### config.mk
export PLATFORM = sky130hd
export DESIGN_NAME = debounce_pulse
export DESIGN_NICKNAME = d
export VERILOG_FILES = /design/src/rtl/debounce_pulse.sv
export SDC_FILE = /design/constraint.sdc
export NUM_CORES = 1
export LEC_CHECK = 0
export ABC_AREA = 1
export BUFFER_PORTS_ARGS = -buffer_cell sky130_fd_sc_hd__buf_4
export CAP_MARGIN = 5
export CORE_MARGIN = 3
export CORE_UTILIZATION = 40
export DETAILED_ROUTE_END_ITERATION = 16
export PLACE_DENSITY_LB_ADDON = 0.05
export RECOVER_POWER = 100
export SYNTH_ARGS = -nofsm -noshare
export SYNTH_HDL_FRONTEND = slang
export SYNTH_SLANG_ARGS = --single-unit
### constraint.sdc
create_clock -name clk -period 3.9 [get_ports clk]
set_input_delay 0.39 -clock clk [delete_from_list [all_inputs] [get_ports clk]]
set_output_delay 0.39 -clock clk [all_outputs]
set_load 0.02 [all_outputs]
### src/rtl/debounce_pulse.sv
// Button conditioner: synchroniser, consecutive-sample debounce FSM, edge strobes and press counter.
// Define DEBOUNCE_LONG_PRESS_EN to build the long-hold strobe; otherwise long_press is tied low.
module debounce_pulse #(
   parameter int SYNC_STAGES     = 2,
   parameter int DEBOUNCE_CYCLES = 4,
   parameter int CNT_W           = 16,
   parameter int PCOUNT_W        = 8,
   parameter int LONG_CYCLES     = 16
) (
   input  logic                clk,
   input  logic                rst,
   input  logic                btn_in,
   output logic                btn_level,
   output logic                rise_pulse,
   output logic                fall_pulse,
   output logic [PCOUNT_W-1:0] press_count,
   output logic                long_press
);

   localparam logic [1:0] S_LOW    = 2'd0;
   localparam logic [1:0] S_WAIT_H = 2'd1;
   localparam logic [1:0] S_HIGH   = 2'd2;
   localparam logic [1:0] S_WAIT_L = 2'd3;

   localparam logic [CNT_W-1:0] CNT_ONE  = CNT_W'(1);
   localparam logic [CNT_W-1:0] CNT_LAST = CNT_W'(DEBOUNCE_CYCLES - 1);

   logic [SYNC_STAGES-1:0] r_sync;
   logic                   w_sync_out;
   logic [1:0]             r_state;
   logic [CNT_W-1:0]       r_cnt;
   logic                   r_level;
   logic                   r_rise;
   logic                   r_fall;
   logic [PCOUNT_W-1:0]    r_pcount;

   always_ff @(posedge clk or posedge rst) begin
      if (rst) begin
         r_sync <= '0;
      end else begin
         r_sync <= {r_sync[SYNC_STAGES-2:0], btn_in};
      end
   end

   assign w_sync_out = r_sync[SYNC_STAGES-1];

   // The count tracks how many consecutive samples have disagreed with the settled level.
   always_ff @(posedge clk or posedge rst) begin
      if (rst) begin
         r_state  <= S_LOW;
         r_cnt    <= '0;
         r_level  <= 1'b0;
         r_rise   <= 1'b0;
         r_fall   <= 1'b0;
         r_pcount <= '0;
      end else begin
         r_rise <= 1'b0;
         r_fall <= 1'b0;
         case (r_state)
            S_LOW: begin
               if (w_sync_out) begin
                  r_state <= S_WAIT_H;
                  r_cnt   <= CNT_ONE;
               end else begin
                  r_cnt <= '0;
               end
            end
            S_WAIT_H: begin
               if (!w_sync_out) begin
                  r_state <= S_LOW;
                  r_cnt   <= '0;
               end else if (r_cnt == CNT_LAST) begin
                  r_state  <= S_HIGH;
                  r_cnt    <= '0;
                  r_level  <= 1'b1;
                  r_rise   <= 1'b1;
                  r_pcount <= r_pcount + PCOUNT_W'(1);
               end else begin
                  r_cnt <= r_cnt + CNT_ONE;
               end
            end
            S_HIGH: begin
               if (!w_sync_out) begin
                  r_state <= S_WAIT_L;
                  r_cnt   <= CNT_ONE;
               end else begin
                  r_cnt <= '0;
               end
            end
            S_WAIT_L: begin
               if (w_sync_out) begin
                  r_state <= S_HIGH;
                  r_cnt   <= '0;
               end else if (r_cnt == CNT_LAST) begin
                  r_state <= S_LOW;
                  r_cnt   <= '0;
                  r_level <= 1'b0;
                  r_fall  <= 1'b1;
               end else begin
                  r_cnt <= r_cnt + CNT_ONE;
               end
            end
            default: begin
               r_state <= S_LOW;
               r_cnt   <= '0;
            end
         endcase
      end
   end

   assign btn_level   = r_level;
   assign rise_pulse  = r_rise;
   assign fall_pulse  = r_fall;
   assign press_count = r_pcount;

`ifdef DEBOUNCE_LONG_PRESS_EN
   localparam int              HOLD_W    = $clog2(LONG_CYCLES) + 1;
   localparam logic [HOLD_W-1:0] HOLD_LAST = HOLD_W'(LONG_CYCLES - 1);
   localparam logic [HOLD_W-1:0] HOLD_PRE  = HOLD_W'(LONG_CYCLES - 2);

   logic              w_press_accept;
   logic              w_stay_high;
   logic [HOLD_W-1:0] r_hold;
   logic              r_lp_done;
   logic              r_long;

   assign w_press_accept = (r_state == S_WAIT_H) && w_sync_out && (r_cnt == CNT_LAST);
   assign w_stay_high    = (r_state == S_HIGH) && w_sync_out;

   // r_lp_done is only cleared by a fresh debounced press, so a bounce back into S_HIGH cannot re-fire.
   always_ff @(posedge clk or posedge rst) begin
      if (rst) begin
         r_hold    <= '0;
         r_lp_done <= 1'b0;
         r_long    <= 1'b0;
      end else begin
         r_long <= 1'b0;
         if (w_press_accept) begin
            r_hold    <= '0;
            r_lp_done <= 1'b0;
         end else if (w_stay_high) begin
            if (r_hold != HOLD_LAST) begin
               r_hold <= r_hold + HOLD_W'(1);
            end
            if ((r_hold == HOLD_PRE) && !r_lp_done) begin
               r_long    <= 1'b1;
               r_lp_done <= 1'b1;
            end
         end else begin
            r_hold <= '0;
         end
      end
   end

   assign long_press = r_long;
`else
   assign long_press = 1'b0;
`endif

endmodule

# After elaboration in Yosys (flattened, before gate mapping)
# Cells that the tools add are included.
[op_classes] mul=0 eq_ne=12 bitwise_logic=0 n_div=0 n_mux=23 magnitude_cmp=0 n_addsub=2 reduce_logical=5 shift=0
[ops] op="$pmux W16 S4" n=1
[ops] op="$mux W16" n=3
[ops] op="$add A16 B1 Y16 const B" n=1
[ops] op="$eq A16 B2 Y1 const B" n=1
[ops] op="$mux W2" n=6
[ops] op="$ne A2 B2 Y1 const B" n=6
[ops] op="$mux W1" n=11
[ops] op="$add A8 B1 Y8 const B" n=1
[ops] op="$pmux W2 S4" n=1
[ops] op="$ne A3 B3 Y1 const B" n=2
[ops] op="$reduce_and A5 Y1" n=1
[ops] op="$eq A2 B2 Y1 const B" n=2
[ops] op="$reduce_and A4 Y1" n=1
[ops] op="$reduce_and A3 Y1" n=1
[ops] op="$eq A2 B1 Y1 const B" n=1
[ops] op="$logic_not A2 Y1" n=1
[ops] op="$pmux W1 S2" n=1
[ops] op="$reduce_bool A2 Y1" n=1
[word_totals] inputBits=3 ramBits=0 latch_bits=0 romBits=0 output_inout_bits=12 n_memories=0 elab_cells=49 regBits=31

# Depth between registers and ports, before layout
[depth] word_depth=4 depth_mapped=10 depth_no_buf=10

# Worst setup path after synthesis
# Ideal clock, no wire load.
[synth_path] path_type="register to register" startpoint="register r_cnt[0]" endpoint="register r_pcount[1] (netlist: press_count[1])" path_stages_with_launch=11 t_required_ns=3.783 setup_slack_ns=2.578 synth_period_minus_slack_ns=1.322 n_path_buf=0 arrival_ns=1.205 path_cell_list="dfrtp_1 -> ha_1 -> inv_1 -> nor2_1 -> nand2_1 -> nor2_1 -> nand2_2 -> nor2_4 -> inv_1 -> nand2_1 -> nand2_1"
[synth_between] elab_chain_len=2
[synth_rtl] item="from (decl)" line="31" source="logic [CNT_W-1:0] r_cnt;"
[synth_rtl] item="from (signal assigned)" line="79" source="r_cnt <= r_cnt + CNT_ONE;"
[synth_rtl] item="from (signal assigned)" line="100" source="r_cnt <= r_cnt + CNT_ONE;"
[synth_rtl] item="$eq A16 B2 Y1" line="72" source="end else if (r_cnt == CNT_LAST) begin"
[synth_rtl] item="$reduce_and A3 Y1 (no line)"
[synth_rtl] item="to (signal assigned)" line="77" source="r_pcount <= r_pcount + PCOUNT_W'(1);"
[synth_rtl] item="to (decl)" line="35" source="logic [PCOUNT_W-1:0] r_pcount;"
# Every way passes these cells.
# A chain may end at the register's enable or synchronous reset.

# Worst setup path in the final report
[layout_path] startpoint="register r_cnt[0]" endpoint="register r_cnt[11]"
[layout_between] elab_chain_len=4 word_cells_on_any_way=6 classes_between="add/sub (1); eq/ne (1); mux (4)"
[layout_rtl] item="$add A16 B1 Y16 or $eq A16 B2 Y1 (tied branches)"
[layout_rtl] item="$mux W16 *" line="72, 94"
[layout_rtl] item="$mux W16 (on tied branches)" line="91, 69"
[layout_rtl] item="$pmux W16 S4 *" line="59" source="case (r_state)"
# Every way passes the cells marked *; elsewhere a longest branch is shown, timed or not.

==> flow_metrics.py <==
metrics = {
    "outcome": {
        "status": "complete, but fails checks",
        "violations": "capacitance limit, slew limit",
    },
    "synth": {
        "synth-compound-area-share": 0.0352,
        "ys_warn_count": 0,
        "synth_mux_area_frac": 0,
        "synth_top_family_by_area": "simple AND/OR/NAND/NOR gates",
        "ys_seq_area_frac": 0.455,
        "synth_cell_types": 26,
        "synth-adder-area-share": 0.0147,
        "synthCells": 225,
        "synth_simple_gate_area_frac": 0.383,
        "synth_seq_cells": 31,
        "synth_xor_area_frac": 0.0463,
        "syn_area_sq_um": 1700,
        "synth_fp_nets": 230,
        "synth_area_per_cell_sq_um": 7.57,
    },
    "timing": {
        "rsz0062_at_grt": "no",
        "hold_viol_final": 0,
        "min_period_over_period": 0.476,
        "finalWorstPathRequiredPeriod_ns": 1.86,
        "fmax_mhz": 539,
        "fin_tns_setup_ns": 0,
        "fin_skew_ns": 0.00554,
        "tightest_slew_ns": 1.71,
        "finalMaxSlewViolations": 32,
        "slew-limit-headroom": -0.141,
        "finalSetupViolations": 0,
    },
    "pwr": {
        "p_leak_uw": 0.000889,
        "internal_power_uw": 556,
        "switching_share": 0.349,
        "power_frac_seq": 0.465,
        "powerDensity_nw_per_um2": 456,
        "clockPowerShare": 0.300,
        "p_switching_uw": 298,
        "irDropWorstVdd_v": 0.000284,
        "pwr-share-comb": 0.235,
    },
    "route": {
        "vias": 1399,
        "vias_per_cell": 4.76,
        "drc": 0,
        "wire_per_inst_um": 11.8,
        "wl_met3_um": 113,
        "top_layer": "met4",
        "dr_wl_met2_mm": 1.60,
        "wl_met1_mm": 1.70,
        "ant_nets": 0,
        "wl_mm": 3.48,
        "first_pass_iters": 4,
        "drt_iter0_markers": 85,
    },
    "worst_setup_path": {
        "r2r-start": "r_cnt[0]",
        "start_kind": "register",
        "cp-startpoint": "r_cnt[0]",
        "cp.required_ns": 4.08,
        "reg2reg_depth": 10,
        "crit_end": "r_cnt[11]",
        "regToRegEndpoint": "r_cnt[11]",
        "crit_fanout": 15,
        "cp_slowest_cell": "nand2_1",
        "arrival_ns": 2.04,
        "r2r_slack_ns": 2.04,
        "path_cells": "ha_1, inv_1, nor2_1, nand2_1, nor2_1, nand2_1, nand2_1, inv_1, nand2_1, nor2_1",
        "worst_setup_path_end_kind": "register",
        "path_class": "register to register",
        "cpMostUsedCell": "nand2_1",
        "cp_slowest_stage_delay_ns": 0.46,
    },
    "cells_and_area": {
        "drive_above_1_share": 0.0656,
        "area_growth_pct": 9.91,
        "regArea_sq_um": 776,
        "final_cell_mix": "63 x nand2_1, 47 x nor2_1, 31 x dfrtp_1, 23 x inv_1, 20 x nand3_1",
        "multi_input_area_sq_um": 797,
        "layout.nets": 249,
        "antenna_cells": 0,
        "layout_commonest_cell": "nand2_1",
        "num-fill-cells": 442,
        "fin_area_sq_um": 1870,
    },
    "floorplan": {
        "die_area_sq_um": 5080,
        "die_h_um": 71.3,
        "coreArea_sq_um": 4060,
        "fp.dieW_um": 71.3,
        "initial_core_util": 0.420,
        "num_rows": 23,
        "ios": 15,
    },
    "clock_tree": {
        "cts_sinks": 31,
        "h-tree-depth": 2,
        "ctsLongestPathBuffers": 2,
        "clk_pin_slew_ns": 0.07,
        "cts-hold-fix-buffers": 0,
        "clkLatencyLatePin_ns": 0.28,
        "numCtsBuffers": 5,
        "cts_tree": "yes",
        "postCtsSetupRepairBufs": 0,
        "cts_repair_resize_count": 0,
        "cts_root_buffer": "clkbuf_8",
    },
    "grt": {
        "antenna_found_initial": 0,
        "grt_max_degree": 32,
        "first_global_vias": 1344,
        "track_usage": 0.156,
        "grt_pass1_wl_mm": 6.19,
        "grt_overflow": 0,
    },
    "placed_design": {
        "dp_hpwl_mm": 2.56,
        "place.gp.congestion": 0.885,
        "io_buffers": 13,
        "dpl_cell_area_sq_um": 1850,
    },
    "min_path": {
        "min_path_type": "input port to register",
    },
    "run": {
        "cap_viol_max_count": 1,
    },
}
cell usage after synthesis:
library cell	number	area, sq um
nand2_1	61	229
nor2_1	46	173
dfrtp_1	31	776
inv_1	22	82.6
nand3_1	20	100
a21oi_1	5	25.0
xor2_1	5	43.8
nor3_1	4	20.0
o21ai_0	4	20.0
xnor2_1	4	35.0
nor3_2	3	30.0
ha_1	2	25.0
inv_2	2	7.51
nand2_2	2	12.5
nand2_4	2	22.5
nand4_1	2	12.5
a21boi_0	1	7.51
buf_4	1	7.51
buf_6	1	11.3
conb_1	1	3.75
nand3b_1	1	7.51
nor2_2	1	6.26
nor2_4	1	11.3
nor2_8	1	20.0
nor3b_1	1	7.51
o21bai_1	1	7.51
power by group through the flow:
stage	Combinational, uW	Clock [uW]	Sequential (uW)
global route	233	279	404
global placement	225	0	403
detailed placement	231	0	403
floorplan	169	0	411
finish	201	256	397
CTS	230	272	398
how the worst min path moves through the flow:
stage / startpoint / end / slack [ns] / depth (start not counted)
after CTS: rst / r_state[0] / 0.19 / 3
after global routing: btn_in / r_sync[0] / 0.22 / 1
after detailed placement: r_sync[0] / r_sync[1] / 0.34 / 0
after global placement: r_sync[0] / r_sync[1] / 0.33 / 0
final: btn_in / r_sync[0] / 0.24 / 1
after floorplan: r_sync[0] / r_sync[1] / 0.33 / 0
worst max-delay path, delay by kind of cell, from the launching register on:
family,cells,cell delay (ns)
buffers and inverters,2,0.24
AND/OR/NAND/NOR,7,0.95
adder cells (fa/ha/maj),1,0.22
flip-flops,1,0.35
cells by family after synthesis:
group                    count (synthesis)
other                                    1
AND/OR/NAND/NOR                        145
adder cells (fa/ha/maj)                  2
AO/OA/AOI/OAI                           11
flip-flops                              31
XOR/XNOR                                 9
buffers and inverters                   26
sequential cells by signal, summed over array words and instances (netlist names), named ones only:
signal       count
r_cnt           16
r_sync           2
rise_pulse       1
fall_pulse       1
r_state          1
btn_level        1
press_count      8
per-stage QoR:
step / hold WS [ns] / instances / worst slack [ns] / power, uW / utilization
finish: 0.239 / 294 / 2.04 / 854 / 0.462
global route: 0.224 / 294 / 1.78 / 916 / 0.462
CTS: 0.195 / 294 / 2.36 / 900 / 0.478
detailed placement: 0.337 / 287 / 2.36 / 633 / 0.457
global placement: 0.333 / 287 / 2.39 / 629 / 0.457
floorplan: 0.331 / 225 / 2.58 / 579 / -
area by class of cell:
type                       instances  share of cell area
clock buffer                       6              0.0441
tap                               50              0.0334
clock inverter                     1             0.00267
sequential                        31               0.414
multi-input combinational        168               0.426
timing repair buffer              14              0.0321
inverter                          24              0.0481
routing by layer:
| layer | vias to the layer above | global-route usage |
|---|---|---|
| met1 | 635 | 0.208 |
| met5 | - | 0 |
| li1 | 736 | - |
| met2 | 21 | 0.243 |
| met4 | 0 | 0.0564 |
| met3 | 7 | 0.0421 |
Power figures use the tool's default switching activity.
